### config.mk
export PLATFORM = sky130hd
export DESIGN_NAME = alu_arbiter
export DESIGN_NICKNAME = d
export VERILOG_FILES = /design/src/rtl/alu_arbiter_pkg.sv /design/src/rtl/alu_arbiter_alu.sv /design/src/rtl/alu_arbiter.sv
export SDC_FILE = /design/constraint.sdc
export NUM_CORES = 1
export LEC_CHECK = 0
export BUFFER_PORTS_ARGS = -buffer_cell sky130_fd_sc_hd__buf_4
export CORE_MARGIN = 5
export CORE_UTILIZATION = 38
export CTS_BUF_LIST = sky130_fd_sc_hd__clkbuf_4
export DETAILED_ROUTE_END_ITERATION = 8
export HOLD_SLACK_MARGIN = 0.02
export PLACE_DENSITY = 0.56
export SLEW_MARGIN = 10
export SYNTH_ARGS = -nofsm -noshare
export SYNTH_HDL_FRONTEND = slang
export SYNTH_SLANG_ARGS = --single-unit
### constraint.sdc
create_clock -name clk_i -period 7.2 [get_ports clk_i]
set_input_delay 1.8 -clock clk_i [delete_from_list [all_inputs] [get_ports clk_i]]
set_output_delay 1.8 -clock clk_i [all_outputs]
set_load 0.01 [all_outputs]
### src/rtl/alu_arbiter_pkg.sv
// Shared pipeline types: ALU operation encoding and arbiter requester index.
package PipeTypes;

   typedef enum logic [3:0] {
      ALU_ADD  = 4'd0,
      ALU_SUB  = 4'd1,
      ALU_SLL  = 4'd2,
      ALU_SLT  = 4'd3,
      ALU_SLTU = 4'd4,
      ALU_XOR  = 4'd5,
      ALU_SRL  = 4'd6,
      ALU_SRA  = 4'd7,
      ALU_OR   = 4'd8,
      ALU_AND  = 4'd9
   } alu_op_t;

   localparam int ARB_NUM_REQ = 2;

   typedef logic [$clog2(ARB_NUM_REQ)-1:0] arb_src_t;

endpackage

### src/rtl/alu_arbiter_alu.sv
// Combinational 32-bit ALU; unknown op codes yield zero.
module alu
   import PipeTypes::*;
(
   input  logic [31:0] a,
   input  logic [31:0] b,
   input  alu_op_t     op,
   output logic [31:0] y
);

   always_comb begin
      // NOTE: default assignment first so every path drives y and no latch is inferred.
      y = '0;
      case (op)
         ALU_ADD:  y = a + b;
         ALU_SUB:  y = a - b;
         ALU_SLL:  y = a << b[4:0];
         ALU_SLT:  y = {31'b0, $signed(a) < $signed(b)};
         ALU_SLTU: y = {31'b0, a < b};
         ALU_XOR:  y = a ^ b;
         ALU_SRL:  y = a >> b[4:0];
         ALU_SRA:  y = $signed(a) >>> b[4:0];
         ALU_OR:   y = a | b;
         ALU_AND:  y = a & b;
         default:  y = '0;
      endcase
   end

endmodule

### src/rtl/alu_arbiter.sv
// Two-requester round-robin front end to one shared ALU with a single result register.
module alu_arbiter
   import PipeTypes::*;
#(
   parameter int TAG_W = 4
) (
   input  logic             clk_i,
   input  logic             rst_i,
   input  logic             req0_valid_i,
   output logic             req0_ready_o,
   input  logic [31:0]      req0_a_i,
   input  logic [31:0]      req0_b_i,
   input  alu_op_t          req0_op_i,
   input  logic [TAG_W-1:0] req0_tag_i,
   input  logic             req1_valid_i,
   output logic             req1_ready_o,
   input  logic [31:0]      req1_a_i,
   input  logic [31:0]      req1_b_i,
   input  alu_op_t          req1_op_i,
   input  logic [TAG_W-1:0] req1_tag_i,
   output logic             res_valid_o,
   input  logic             res_ready_i,
   output logic [31:0]      res_data_o,
   output arb_src_t         res_src_o,
   output logic [TAG_W-1:0] res_tag_o
);

   arb_src_t         rr_last;
   arb_src_t         grant;
   logic             accept;
   logic             xfer;
   logic [31:0]      alu_a;
   logic [31:0]      alu_b;
   alu_op_t          alu_op;
   logic [31:0]      alu_y;
   logic [TAG_W-1:0] grant_tag;

   assign accept = !res_valid_o || res_ready_i;

   // On a tie the requester that did not win last time goes next.
   always_comb begin
      grant = '0;
      if (req0_valid_i && req1_valid_i) grant = ~rr_last;
      else if (req1_valid_i)            grant = 1'b1;
   end

   assign req0_ready_o = !rst_i && accept && (grant == 1'b0);
   assign req1_ready_o = !rst_i && accept && (grant == 1'b1);
   assign xfer = (req0_valid_i && req0_ready_o) || (req1_valid_i && req1_ready_o);

   assign alu_a     = grant ? req1_a_i   : req0_a_i;
   assign alu_b     = grant ? req1_b_i   : req0_b_i;
   assign alu_op    = grant ? req1_op_i  : req0_op_i;
   assign grant_tag = grant ? req1_tag_i : req0_tag_i;

   alu u_alu (
      .a  (alu_a),
      .b  (alu_b),
      .op (alu_op),
      .y  (alu_y)
   );

   always_ff @(posedge clk_i) begin
      // NOTE: non-blocking assignments so every register samples pre-edge values.
      if (rst_i) begin
         res_valid_o <= 1'b0;
         res_data_o  <= '0;
         res_src_o   <= '0;
         res_tag_o   <= '0;
         rr_last     <= 1'b1;
      end else if (accept) begin
         res_valid_o <= xfer;
         if (xfer) begin
            res_data_o <= alu_y;
            res_src_o  <= grant;
            res_tag_o  <= grant_tag;
            rr_last    <= grant;
         end
      end
   end

endmodule

After elaboration in Yosys (flattened, before gate mapping)
Index checks and enable logic that the tools add are counted.

word-level totals
  output and inout bits = 40
  register bits after elaboration = 39

operators by class
  bitwise operators = 5
  mux-type cells = 7
  reduce and logical (&&, ||, !) cells = 12
  eq/ne operators = 9
  order comparisons = 2
  shifts and indexed selects = 3
  $add $sub $neg = 2

operators by type and width
  operator                                                         count
  32-bit case mux with 10 select lines                             1
  32-bit < comparator                                              2
  32-bit 2-to-1 mux                                                2
  32-bit adder                                                     1
  32-bit bitwise AND                                               1
  32-bit bitwise OR                                                1
  32-bit by 5-bit << shifter with 32-bit output                    1
  32-bit by 5-bit right shift with 32-bit output                   1
  32-bit by 5-bit >>> shifter with 32-bit output                   1
  32-bit subtractor                                                1
  32-bit bitwise XOR                                               1
  4-bit by 3-bit == test with 1-bit output, second input constant  4
  4-bit by 2-bit == test with 1-bit output, second input constant  2
  4-bit == test, second input constant                             2
  4-bit 2-to-1 mux                                                 2
  1-bit logical AND                                                6
  4-bit by 1-bit == test with 1-bit output, second input constant  1
  4-bit logical NOT                                                1
  1-bit logical NOT                                                2
  1-bit logical OR                                                 2
  1-bit 2-to-1 mux                                                 2
  1-bit inverter                                                   2
  2-bit AND reduction                                              1

Depth between registers and ports, before layout
  depth after elaboration = 7
  gate-level depth with buffers = 23
  gate-level depth less buffers = 17

Cells and area by module
Synthesis repeated with hierarchy kept, for this count alone.

unflattened totals
  cell total of the unflattened synthesis = 1500
  area total of the unflattened synthesis = 10477.5 um^2

by module, submodules not included
  module       area an instance (um^2)  times used  cells each
  alu          8064.0                   1           1287
  alu_arbiter  2413.6                   1           213

Worst setup path before layout
OpenSTA, ideal clock, no wires.

  kind = in2reg
  start = input port req1_valid_i
  end = register res_data_o[30]
  data required time = 7.065 ns
  stages on the path = 20
  path buffers = 6
  slack = 0.442 ns
  data arrival time = 6.623 ns
  cell sequence = a21bo_2 buf_2 buf_1 clkbuf_1 clkbuf_1 clkbuf_1 clkbuf_1 nand2_1 nand2_1 ha_1 or3b_1 or3_1 o211a_4 nor3_4 o31ai_1 a211o_1 a211o_1 mux2i_1 a221oi_1 a211oi_2

on the way
  word-level cells in the longest chain between the ends = 7
  elaborated cells between the ends (all ways) = 32

RTL lines
  what                                                       line               RTL
  start, declared                                            alu_arbiter.sv:15  input logic req1_valid_i,
  branches (longest 7 deep; another with 32-bit subtractor)  --
  end signal, assigned                                       alu_arbiter.sv:74  res_data_o <= alu_y;
  end, declared                                              alu_arbiter.sv:23  output logic [31:0] res_data_o,

Parallel ways; which one is timed is not known.
A chain may end at the register's enable or synchronous reset.

Final worst setup path
  start = input port req0_valid_i
  end = register res_data_o[22]

on the way
  word-level cells in the longest chain between the ends = 7
  elaborated cells between the ends (all ways) = 31

RTL lines
  what                                                       line              RTL
  start, declared                                            alu_arbiter.sv:9  input logic req0_valid_i,
  branches (longest 7 deep; another with 32-bit subtractor)  --

Parallel ways; which one is timed is not known.

==> results.cfg <==
[logic_synthesis]
synthSimpleGateAreaFrac = 0.256
synth_area_leaders = mux2i_1 (11%), nand2_1 (11%), ha_1 (9.5%), dfxtp_1 (6.2%), a21oi_1 (5.8%)
synth-xor-area-share = 0.0132
synth_flop_cell = dfxtp_1
synth_top_family_by_area = compound AO/OA/AOI/OAI gates
yosys_warnings = 0
ys_seq_elements = 39
seq_area_frac_synth = 0.0620
synthAdderAreaFrac = 0.0986
netlist_area_mm2 = 0.0126
muxShareOfSynthArea = 0.153
syn_inst = 1953
avgSynthCellArea_um2 = 6.44
yosysMostFrequentCell = nand2_1
yosysUniqueCellTypes = 81
synth_enable_flop_cells = 0
synth_compound_area_frac = 0.339
async_flop_share = 0
synthTopCellsByCount = nand2_1 (366), nor2_1 (162), a21oi_1 (147)
synth.net_count = 2200
yosys.area.top_type_share = 0.111
synth_top_area_cell = mux2i_1

[power_and_ir_drop]
p_seq_frac = 0.125
peakVddDrop_v = 0.0000741
p_total_mw = 1.97
p_clk_frac = 0.097
p_leak_nw = 6.51
powerDensity_mw_per_mm2 = 136
swShare = 0.573
p_switching_mw = 1.13
intPower_mw = 0.840
p_comb_frac = 0.778

[worst_hold_path]
worstHoldPathCells = 1
hp-class = flop to flop
hold_path_startpoint = res_src_o
whs_endpoint = res_src_o

[placed_design]
hpwlAfterDp_um = 51400
place_congestion = 1.03
io_buffers = 188

[timing]
period_share = 0.855
tightest_slew_ns = 1.18
fmax_mhz = 162
grt_setup_unrepaired = no
fin_skew_ns = 0.0281
finalSetupViolCount = 0
max-slew-margin-rel = 0.203
whs_ns = 0.475
timing.final.hold_violations = 0
min_period_ns = 6.16
report.final.slew_viol_count = 0
fin_setup_tns_ns = 0

[critical_path]
path_class = input pin to flop
cp-end-kind = flop
rr_startpoint = rr_last
rrSetupSlack_ns = 2.12
r2r_end = res_data_o[22]
critPathRequiredTime_ns = 7.55
crit_fanout = 49
worst-r2r-cell-count = 13
arrival_ns = 6.50
critPathLaunchType = input pin

[global_routing]
grt.overflow.total = 0
grt_max_degree = 95
first_global_vias = 14900
grt_pass1_wl_um = 95900
grt_use_total = 0.341
antenna_found_initial = 1

[cts]
h-tree-depth = 2
clkSinkCount = 39
clk_pin_slew_ns = 0.19
cts_tree = done
clock_latency_ns = 0.47
clock_path_buffers = 2
root_buffer = clkbuf_4
cts_resized = 0
numCtsBuffers = 5
cts_setup_buffers = 0
holdBufCountCts = 0

[finish]
fin_nets = 2288
area_delta_synth_final_pct = 14.7
final_layout_size_suffix_gt1_frac = 0.153
final_util = 0.443

[outcome]
status = finished clean

[detailed_routing]
drt_first_iter_violations = 1432
firstDrtPassIters = 6
drc = 0
num_vias = 15700
ant_nets = 0
wl_per_cell_um = 26.4
wl_um = 65600
drt-vias-per-instance = 6.32

[run]
drv_cap = 0

[floorplanning]
die_h_um = 192
row_count = 66
dieArea_mm2 = 0.0369
io_pins = 189
coreArea_mm2 = 0.0326
start_util = 0.386
die_w_um = 192
per-stage QoR:
stage / worst slack (ns) / instances / area, um2
5_1_grt: 0.989 / 2485 / 14400
6_report: 1.04 / 2485 / 14400
4_1_cts: 1.24 / 2484 / 14400
3_5_place_dp: 0.718 / 2476 / 14400
3_3_place_gp: 0.769 / 2476 / 14400
2_1_floorplan: 0.442 / 1953 / 12600
cells by family after synthesis:
logic type / Yosys count
and+or+nand+nor: 731
DFF: 39
xor gates and xnor gates: 19
buffers and inverters: 249
muxes: 187
adders and majority gates: 98
AOI/OAI and AO/OA: 630
state kept, by name (all words and copies together), names as in the netlist:
| register | cells |
|---|---|
| res_data_o | 32 |
| res_src_o | 1 |
| res_tag_o | 4 |
| res_valid_o | 1 |
| rr_last | 1 |
cells in the final DEF, fill, tap and decap left out, drive strengths merged, types with 8 or more instances in the layout:
cell type    n
a311oi      14
nor4        14
or3         10
o31a         8
xnor2       15
o22ai       11
nor2       162
mux2        47
a221o        8
ha          96
a221oi      25
nand2b      29
dfxtp       39
nand2      366
o221ai      15
nand3       34
o311ai       9
and2        14
and3        11
a21oi      147
o21bai      22
nand4       11
o21ai      117
o21a        10
buf        225
a31oi       27
mux2i      140
a21o        25
nor3        33
a22oi       26
inv        100
a211oi      52
o211ai      28
o31ai       16
nor2b       22
power by group through the flow:
| stage | Combinational (mW) | Sequential [mW] | Clock, mW |
|---|---|---|---|
| 6_report | 1.53 | 0.246 | 0.190 |
| 5_1_grt | 1.64 | 0.248 | 0.200 |
| 4_1_cts | 1.50 | 0.246 | 0.191 |
| 3_5_place_dp | 1.49 | 0.250 | 0 |
| 3_3_place_gp | 1.49 | 0.250 | 0 |
| 2_1_floorplan | 0.951 | 0.254 | 0 |
worst max-delay path, cell delays in order:
cell,delay (ns)
buf_4,0.13
a21boi_4,0.67
buf_12,0.31
mux2_4,0.37
inv_1,0.12
buf_4,0.50
nand3_1,0.16
o211a_1,0.17
a31oi_1,0.31
a21oi_1,0.35
o21ai_0,0.54
o2111ai_1,0.25
a2111oi_0,0.61
a211oi_1,0.10
worst max path at each step:
| stage | slack [ns] | endpoint | cells after the start | from |
|---|---|---|---|---|
| CTS | 1.24 | res_data_o[22] | 14 | req0_valid_i |
| finish | 1.04 | res_data_o[22] | 14 | req0_valid_i |
| floorplan | 0.44 | res_data_o[30] | 20 | req1_valid_i |
| detailed placement | 0.72 | res_data_o[22] | 14 | req0_valid_i |
| global route | 0.99 | res_data_o[22] | 15 | req0_valid_i |
| global placement | 0.77 | res_data_o[22] | 15 | req0_valid_i |
routing by layer:
metal | up-vias | track usage | share of wire
met5 | - | 0 | 0
met4 | 0 | 0.151 | 0.053
met3 | 130 | 0.0498 | 0.075
met2 | 727 | 0.544 | 0.44
met1 | 7539 | 0.458 | 0.43
li1 | 7298 | - | -
cell type report:
type	instances	area, um2
well taps	442	553
clock inverters	3	38.8
diodes	1	2.50
flip-flops and latches	39	781
clock buffers	5	37.5
multi-input cells	1665	10900
repair buffers	225	1740
fillers	3539	18200
inverters	105	394
Note: power is estimated with default switching activity, not from simulation.
